<file path="src/rtl/gsqrt_job_ctrl_pkg.sv">
// Shared types and constants for the stochastic square-root job controller.
// Holds the FSM state encoding, LFSR tap masks and default seeds.
package gsqrt_pkg;

    typedef enum logic [1:0] {
        S_IDLE,
        S_WARM,
        S_RUN,
        S_DONE
    } state_t;

    localparam logic [4:0] TAP_A = 5'b10100;
    localparam logic [4:0] TAP_B = 5'b10010;

    localparam logic [4:0] SEED_A_DEF = 5'b00001;
    localparam logic [4:0] SEED_B_DEF = 5'b10101;

    function automatic logic lfsr_fb(
        input logic [4:0] q,
        input logic [4:0] taps
    );
        return ^(q & taps);
    endfunction

endpackage

</file>
<file path="src/rtl/gsqrt_job_ctrl_if.sv">
// Request/response valid-ready bundle between the binary requester
// and the square-root job controller.
interface gsqrt_job_ctrl_if #(
    parameter int WIDTH   = 5,
    parameter int WIN_LOG = 8
);
    logic               req_valid;
    logic               req_ready;
    logic [WIDTH-1:0]   req_data;
    logic               rsp_valid;
    logic               rsp_ready;
    logic [WIN_LOG:0]   rsp_data;

    modport master (
        output req_valid,
        output req_data,
        output rsp_ready,
        input  req_ready,
        input  rsp_valid,
        input  rsp_data
    );

    modport slave (
        input  req_valid,
        input  req_data,
        input  rsp_ready,
        output req_ready,
        output rsp_valid,
        output rsp_data
    );
endinterface

</file>
<file path="src/rtl/gsqrt_job_ctrl_lfsr5.sv">
// 5-bit Fibonacci LFSR: shifts left, feedback enters at the LSB.
// A load reseeds, a step advances by one state.
module lfsr5
    import gsqrt_pkg::*;
#(
    parameter logic [4:0] TAPS = TAP_A,
    parameter logic [4:0] SEED = SEED_A_DEF
) (
    input  logic       clk,
    input  logic       rst_n,
    input  logic       load,
    input  logic       step,
    output logic [4:0] q
);
    logic [4:0] r_q;
    logic       w_fb;

    assign w_fb = lfsr_fb(r_q, TAPS);
    assign q    = r_q;

    always_ff @(posedge clk or negedge rst_n) begin
        if (!rst_n) begin
            r_q <= SEED;
        end else if (load) begin
            r_q <= SEED;
        end else if (step) begin
            r_q <= {r_q[3:0], w_fb};
        end
    end
endmodule

</file>
<file path="src/rtl/gsqrt_job_ctrl.sv">
// Job sequencer for a 5-bit counter-based stochastic square-root core:
// drives the core's streams, warms it up, then counts its output ones.
module gsqrt_job_ctrl
    import gsqrt_pkg::*;
#(
    parameter int         WIDTH    = 5,
    parameter int         WARM_CYC = 16,
    parameter int         WIN_LOG  = 8,
    parameter logic [4:0] SEED_A   = SEED_A_DEF,
    parameter logic [4:0] SEED_B   = SEED_B_DEF
) (
    input  logic             clk,
    input  logic             rst_n,
    gsqrt_job_ctrl_if.slave  bus,
    output logic             sqrt_in,
    output logic [WIDTH-1:0] sqrt_rand,
    input  logic             sqrt_out,
    output logic             busy
);
    localparam logic [7:0] WARM_LAST = 8'(WARM_CYC - 1);
    localparam logic [WIN_LOG-1:0] WIN_LAST = '1;

    state_t             r_state;
    state_t             w_state_nxt;
    logic [WIDTH-1:0]   r_x;
    logic [7:0]         r_warm;
    logic [WIN_LOG-1:0] r_win;
    logic [WIN_LOG:0]   r_acc;
    logic [WIN_LOG:0]   r_rsp;
    logic [WIN_LOG:0]   w_acc_nxt;
    logic               w_accept;
    logic               w_load;
    logic               w_step;
    logic               w_active;
    logic [4:0]         w_lfsr_a;
    logic [4:0]         w_lfsr_b;

    lfsr5 #(.TAPS(TAP_A), .SEED(SEED_A)) u_lfsr_a (
        .clk   (clk),
        .rst_n (rst_n),
        .load  (w_load),
        .step  (w_step),
        .q     (w_lfsr_a)
    );

    lfsr5 #(.TAPS(TAP_B), .SEED(SEED_B)) u_lfsr_b (
        .clk   (clk),
        .rst_n (rst_n),
        .load  (w_load),
        .step  (w_step),
        .q     (w_lfsr_b)
    );

    assign w_accept  = bus.req_valid && (r_state == S_IDLE);
    assign w_acc_nxt = r_acc + {{WIN_LOG{1'b0}}, sqrt_out};
    assign w_active  = (r_state == S_WARM) || (r_state == S_RUN);

    always_comb begin
        w_state_nxt = r_state;
        w_load      = 1'b0;
        w_step      = 1'b0;
        unique case (r_state)
            S_IDLE: begin
                if (w_accept) begin
                    w_state_nxt = S_WARM;
                    w_load      = 1'b1;
                end
            end
            S_WARM: begin
                w_step = 1'b1;
                if (r_warm == WARM_LAST)
                    w_state_nxt = S_RUN;
            end
            S_RUN: begin
                w_step = 1'b1;
                if (r_win == WIN_LAST)
                    w_state_nxt = S_DONE;
            end
            S_DONE: begin
                if (bus.rsp_ready)
                    w_state_nxt = S_IDLE;
            end
            default: w_state_nxt = S_IDLE;
        endcase
    end

    always_ff @(posedge clk or negedge rst_n) begin
        if (!rst_n)
            r_state <= S_IDLE;
        else
            r_state <= w_state_nxt;
    end

    always_ff @(posedge clk or negedge rst_n) begin
        if (!rst_n) begin
            r_x    <= '0;
            r_warm <= '0;
            r_win  <= '0;
            r_acc  <= '0;
            r_rsp  <= '0;
        end else begin
            if (w_accept) begin
                r_x    <= bus.req_data;
                r_warm <= '0;
                r_win  <= '0;
                r_acc  <= '0;
            end
            if (r_state == S_WARM)
                r_warm <= r_warm + 8'd1;
            if (r_state == S_RUN) begin
                r_acc <= w_acc_nxt;
                r_win <= r_win + 1'b1;
                // result is captured with the final sample folded in
                if (r_win == WIN_LAST)
                    r_rsp <= w_acc_nxt;
            end
        end
    end

    assign sqrt_in   = w_active && (w_lfsr_a <= r_x);
    assign sqrt_rand = w_active ? w_lfsr_b : '0;
    assign busy      = w_active;

    assign bus.req_ready = (r_state == S_IDLE);
    assign bus.rsp_valid = (r_state == S_DONE);
    assign bus.rsp_data  = r_rsp;
endmodule

</file>
<file path="src/flat_wrapper.sv">
// flat-port wrapper written by rule: the top's interface ports become plain ports
module gsqrt_job_ctrl_flat import gsqrt_pkg::*;
#(
    parameter int         WIDTH    = 5,
    parameter int         WARM_CYC = 16,
    parameter int         WIN_LOG  = 8,
    parameter logic [4:0] SEED_A   = SEED_A_DEF,
    parameter logic [4:0] SEED_B   = SEED_B_DEF
)
  (clk, rst_n, sqrt_in, sqrt_rand, sqrt_out, busy, bus_req_valid, bus_req_data, bus_rsp_ready, bus_req_ready, bus_rsp_valid, bus_rsp_data);
  gsqrt_job_ctrl_if #(.WIDTH(WIDTH), .WIN_LOG(WIN_LOG)) bus_i ();
  input  logic clk;
  input  logic rst_n;
  output logic sqrt_in;
  output logic [WIDTH-1:0] sqrt_rand;
  input  logic sqrt_out;
  output logic busy;
  input wire logic [$bits(bus_i.req_valid)-1:0] bus_req_valid;
  input wire logic [$bits(bus_i.req_data)-1:0] bus_req_data;
  input wire logic [$bits(bus_i.rsp_ready)-1:0] bus_rsp_ready;
  output wire logic [$bits(bus_i.req_ready)-1:0] bus_req_ready;
  output wire logic [$bits(bus_i.rsp_valid)-1:0] bus_rsp_valid;
  output wire logic [$bits(bus_i.rsp_data)-1:0] bus_rsp_data;
  assign bus_i.req_valid = bus_req_valid;
  assign bus_i.req_data = bus_req_data;
  assign bus_i.rsp_ready = bus_rsp_ready;
  assign bus_req_ready = bus_i.req_ready;
  assign bus_rsp_valid = bus_i.rsp_valid;
  assign bus_rsp_data = bus_i.rsp_data;
  gsqrt_job_ctrl #(.WIDTH(WIDTH), .WARM_CYC(WARM_CYC), .WIN_LOG(WIN_LOG), .SEED_A(SEED_A), .SEED_B(SEED_B)) u_core (.clk(clk), .rst_n(rst_n), .bus(bus_i), .sqrt_in(sqrt_in), .sqrt_rand(sqrt_rand), .sqrt_out(sqrt_out), .busy(busy));
endmodule
</file>
<file path="config.mk">
export PLATFORM = sky130hd
export DESIGN_NAME = gsqrt_job_ctrl_flat
export DESIGN_NICKNAME = d
export VERILOG_FILES = /design/src/rtl/gsqrt_job_ctrl_pkg.sv /design/src/rtl/gsqrt_job_ctrl_if.sv /design/src/rtl/gsqrt_job_ctrl_lfsr5.sv /design/src/rtl/gsqrt_job_ctrl.sv /design/src/flat_wrapper.sv
export SDC_FILE = /design/constraint.sdc
export NUM_CORES = 1
export LEC_CHECK = 0
export CAP_MARGIN = 30
export CORE_MARGIN = 5
export CORE_UTILIZATION = 55
export CTS_BUF_LIST = sky130_fd_sc_hd__clkbuf_2 sky130_fd_sc_hd__clkbuf_4 sky130_fd_sc_hd__clkbuf_8
export DETAILED_ROUTE_END_ITERATION = 7
export GPL_ROUTABILITY_DRIVEN = 0
export PLACE_DENSITY = 0.78
export SLEW_MARGIN = 5
export SYNTH_ARGS = -nofsm -noshare
export SYNTH_HDL_FRONTEND = slang
export SYNTH_HIERARCHICAL = 1
export SYNTH_SLANG_ARGS = --single-unit
</file>
<file path="constraint.sdc">
create_clock -name clk -period 4 [get_ports clk]
set_input_delay 0.4 -clock clk [delete_from_list [all_inputs] [get_ports clk]]
set_output_delay 0.4 -clock clk [all_outputs]
set_load 0.02 [all_outputs]
</file>
==> reports/results.txt <==
Setup repair after global routing left no endpoint under its margin. The area growth from synthesis to layout is 15.41%. STA classifies the critical path startpoint as a flip-flop. For the data arrival time at the worst-slack endpoint, the log shows 2.36 ns. The logs give 8.480 mm for the wire length of the first global-routing pass and 1,953 for the via count of the first global-routing pass.

The number of antenna diodes in the final layout is 0. In this run the critical register-to-register path is launched from u_core/r_state[0]. The slew of the pin with the lowest slew margin was 0.7740 ns; the total congestion overflow was 0.

Simple logic cell fraction of the synthesized area: 0.1503. Counting every sink on the clock net gives 51. In the routed layout, each cell is associated on average with a via count of 5.721.

The routing usage on met2 is 0.3022, and the total negative slack is 0 ns. The floorplan has 25 rows. Yosys mapped the design onto 40 distinct sky130hd cell types.

TritonCTS built the clock tree. The worst register-to-register path ends at u_core/bus.rsp_data[6]. The xor/xnor cell area share of the yosys netlist is 0.02977, and the count of fill cells added during filler insertion is 384. The number of buffers inserted for hold repair after clock tree synthesis is 0.

Worst slew margin relative to its limit: 0.4840. Gate count of the mapped netlist: 260. 28 I/O pins were placed. The flow ran to the end, and the final reports show no timing, DRC or antenna violations. The tools report the HPWL reported at the end of detailed placement as 3.214 mm.

After clock tree synthesis, the setup repair step added 0 buffers. The fraction of met3 tracks used by global routing was 0.03950; the final routed DRC violation total was 0. The mux contribution to synthesized area is 0.1238, and the y dimension of the die is 79.38 um.

Once placement completed, the tool counted placed cells totaling 332. Die boundary width: 79.38 um. Total wire length: 4.798 mm.

The clock tree synthesis step divided the H-tree into 2 levels. For this run, the number of Yosys warnings is 6. The initial standard-cell utilization of the core was 0.5643; the maximum buffer depth of the clock tree was 2. Highest fanout seen on the critical path: 20. Entering global routing, the biggest net connects 52 pins. The logs give 0 for the number of antenna violations at the first check in global routing and 283 for the synthesized netlist net count. The final number of max-transition violations is 0, and the clock transition at the register clock pins on the worst setup and hold paths after CTS is 0.09 ns. The share of the clock period used by the worst path after layout was 0.6899; the final setup violation count was 0.

The tools report the area of the placeable core as 4692 um^2. In this run the tool buffered the top-level ports with 27 buffer cells. The logs give 0.1686 for the total global routing track utilization and 4 for the length of the first detailed-routing pass in iterations. The adder-cell share of the synthesized area is 0.06144. STA classifies the critical path endpoint as an output port. The detailed router finished its first iteration with 118 violations. The tools report the final count of hold timing violations as 0.

The post-route clock skew is 0.006272 ns, and the required time at the endpoint of the critical path is 3.60 ns. The ratio of cells with drive above 1 in the final layout is 0.09091, and the number of cell instances on the worst register-to-register path is 6. The later-pin clock latency in the skew report is 0.30 ns. Static timing analysis puts the maximum clock frequency at 362.4 MHz.

The synthesized area divided by synthesized cell count is 10.18 um^2, and the routed wirelength normalized by instance count is 14.11 um. Once detail routing completed, the nets flagged for antenna violations numbered 0. Counting the buffers created by CTS gives 5. The synthesized netlist occupies a cell area of 2648 um^2.

The count of max-cap constraint violations is 0, and the number of synthesized register bits is 51. The global routing stage identified its most utilized layer as met2. Type of the worst min-delay path: in -> async.

The logs give 0.4839 for the sequential-to-total area share from yosys stat and 0 for the number of gates resized after cts. The area of the die is 6301 um^2. The area fraction in compound gates after synthesis is 0.1092, and the maximum VDD drop is 0.0001795 V. By area, the combinational part of the netlist is dominated by simple AND/OR/NAND/NOR gates. CTS placed an instance of sky130_fd_sc_hd__clkbuf_8 at the clock tree root.

In this run the static leakage power is 1.468 nW. The met1 track demand over resource in global routing is 0.1937, and the layout net count is 308. The critical path is of the reg -> out type. The post-route minimum period was 2.759 ns; the power per unit of standard cell area was 349.6 nW/um^2. The routed layout has 1,945 vias. Excluding fillers, the count of instances in the completed layout stands at 340. The slack of the worst reg-to-reg path is 1.58 ns.
worst max-delay path: stages, from the launching register on:
cell	delay, ns
sky130_fd_sc_hd__dfrtp_1	0.39
sky130_fd_sc_hd__inv_1	0.09
sky130_fd_sc_hd__ha_1	0.75
sky130_fd_sc_hd__and2_1	0.22
sky130_fd_sc_hd__clkdlybuf4s50_1	0.60
cell usage after synthesis:
library cell | count | share of area
sky130_fd_sc_hd__dfrtp_1 | 47 | 0.44
sky130_fd_sc_hd__nand2_1 | 32 | 0.045
sky130_fd_sc_hd__mux2i_1 | 20 | 0.076
sky130_fd_sc_hd__o21ai_0 | 19 | 0.036
sky130_fd_sc_hd__inv_1 | 15 | 0.021
sky130_fd_sc_hd__a21oi_1 | 14 | 0.026
sky130_fd_sc_hd__ha_1 | 13 | 0.061
sky130_fd_sc_hd__nand3_1 | 11 | 0.021
sky130_fd_sc_hd__nor2_1 | 9 | 0.013
sky130_fd_sc_hd__nand4_1 | 8 | 0.019
sky130_fd_sc_hd__clkbuf_1 | 7 | 0.0099
sky130_fd_sc_hd__xnor2_1 | 7 | 0.023
sky130_fd_sc_hd__and2_1 | 6 | 0.014
sky130_fd_sc_hd__mux2_1 | 5 | 0.021
sky130_fd_sc_hd__mux2_2 | 5 | 0.021
sky130_fd_sc_hd__dfstp_2 | 4 | 0.040
sky130_fd_sc_hd__nor3_1 | 4 | 0.0076
sky130_fd_sc_hd__a31oi_1 | 3 | 0.0071
sky130_fd_sc_hd__and3_1 | 3 | 0.0071
sky130_fd_sc_hd__nor2b_1 | 3 | 0.0071
sky130_fd_sc_hd__o31ai_1 | 3 | 0.0085
sky130_fd_sc_hd__o221ai_1 | 2 | 0.0066
sky130_fd_sc_hd__o22ai_1 | 2 | 0.0047
sky130_fd_sc_hd__xor2_1 | 2 | 0.0066
sky130_fd_sc_hd__a22oi_1 | 1 | 0.0028
sky130_fd_sc_hd__a31o_1 | 1 | 0.0033
sky130_fd_sc_hd__and3_2 | 1 | 0.0028
sky130_fd_sc_hd__buf_1 | 1 | 0.0014
sky130_fd_sc_hd__buf_2 | 1 | 0.0019
sky130_fd_sc_hd__buf_4 | 1 | 0.0028
sky130_fd_sc_hd__buf_6 | 1 | 0.0043
sky130_fd_sc_hd__mux2_4 | 1 | 0.0057
sky130_fd_sc_hd__nand2b_1 | 1 | 0.0024
sky130_fd_sc_hd__nor2_4 | 1 | 0.0043
sky130_fd_sc_hd__nor3b_1 | 1 | 0.0028
sky130_fd_sc_hd__o2111ai_2 | 1 | 0.0057
sky130_fd_sc_hd__o211ai_1 | 1 | 0.0028
sky130_fd_sc_hd__o21ai_1 | 1 | 0.0019
sky130_fd_sc_hd__o21ai_2 | 1 | 0.0033
sky130_fd_sc_hd__or4_4 | 1 | 0.0043
area by class of cell:
class	count	area, um^2	share of cell area
Clock inverter	1	30.03	0.009828
Sequential cell	51	1281	0.4193
Tap cell	54	67.56	0.02211
Clock buffer	7	83.83	0.02744
Timing Repair Buffer	29	280.3	0.09173
Multi-Input combinational cell	183	1256	0.4111
Inverter	15	56.30	0.01843
logic make-up (layout without fill, tap and decap cells):
kind of cell / count (synthesis) / after routing
simple gates: 81 / 81
xor+xnor: 9 / 9
buf+inv: 26 / 52
compound gates: 49 / 49
mux: 31 / 31
fa+ha+maj: 13 / 13
flops: 51 / 51
state kept, by name, indices dropped and copies added (netlist names):
register and flops:
u_core/r_win 8, u_core/r_x 5, u_core/r_acc 9, u_core/r_state 2, u_core/r_warm 8, u_core/bus.rsp_data 9, u_core/u_lfsr_a/q 5, u_core/u_lfsr_b/q 5
how the worst max path moves through the flow:
stage / start / endpoint / slack, ns / cells after the start
2_1_floorplan: u_core/r_state[0] / u_core/r_x[0] / 2.09 / 6
3_3_place_gp: u_core/r_state[1] / sqrt_rand[3] / 1.60 / 4
3_5_place_dp: u_core/r_state[0] / sqrt_rand[4] / 1.55 / 4
4_1_cts: u_core/r_state[0] / sqrt_rand[4] / 1.20 / 4
5_1_grt: u_core/r_state[0] / sqrt_rand[0] / 1.09 / 4
6_report: u_core/r_state[0] / sqrt_rand[3] / 1.24 / 4
where the power goes:
| group | internal [W] | switching [W] | leakage (nW) |
|---|---|---|---|
| Sequential | 0.000545 | 0.0000439 | 0.599 |
| Combinational | 0.0000571 | 0.0000574 | 0.810 |
| Clock | 0.000201 | 0.000164 | 0.0593 |
routing by layer:
layer	up-vias	share of wire	wire length [um]
li1	955	-	-
met1	945	0.45	2150
met2	38	0.50	2381
met3	7	0.042	200
met4	0	0.014	65
met5	-	0	0
layout by cell type, fill, tap and decap left out, types with 5 or more instances in the layout:
cell type,n
sky130_fd_sc_hd__and2_1,6
sky130_fd_sc_hd__nor2_1,9
sky130_fd_sc_hd__mux2_2,5
sky130_fd_sc_hd__clkbuf_8,5
sky130_fd_sc_hd__nand3_1,11
sky130_fd_sc_hd__xnor2_1,7
sky130_fd_sc_hd__mux2i_1,20
sky130_fd_sc_hd__a21oi_1,14
sky130_fd_sc_hd__inv_1,15
sky130_fd_sc_hd__nand2_1,32
sky130_fd_sc_hd__clkdlybuf4s50_1,26
sky130_fd_sc_hd__dfrtp_1,47
sky130_fd_sc_hd__mux2_1,5
sky130_fd_sc_hd__nand4_1,8
sky130_fd_sc_hd__o21ai_0,19
sky130_fd_sc_hd__ha_1,13
through the flow:
| stage | hold WS (ns) | cell area [um^2] | setup slack [ns] | total power [W] | utilization |
|---|---|---|---|---|---|
| after floorplan | 0.1044 | 2648 | 2.087 | 0.0006744 | - |
| after global placement | 0.4664 | 2942 | 1.603 | 0.0007049 | 0.6269 |
| after detailed placement | 0.4740 | 2942 | 1.550 | 0.0007115 | 0.6269 |
| after CTS | 0.2244 | 3055 | 1.204 | 0.001079 | 0.6512 |
| after global routing | 0.2467 | 3055 | 1.086 | 0.001125 | 0.6512 |
| final | 0.2050 | 3055 | 1.241 | 0.001068 | 0.6512 |
Note: power is estimated with default switching activity, not from simulation.
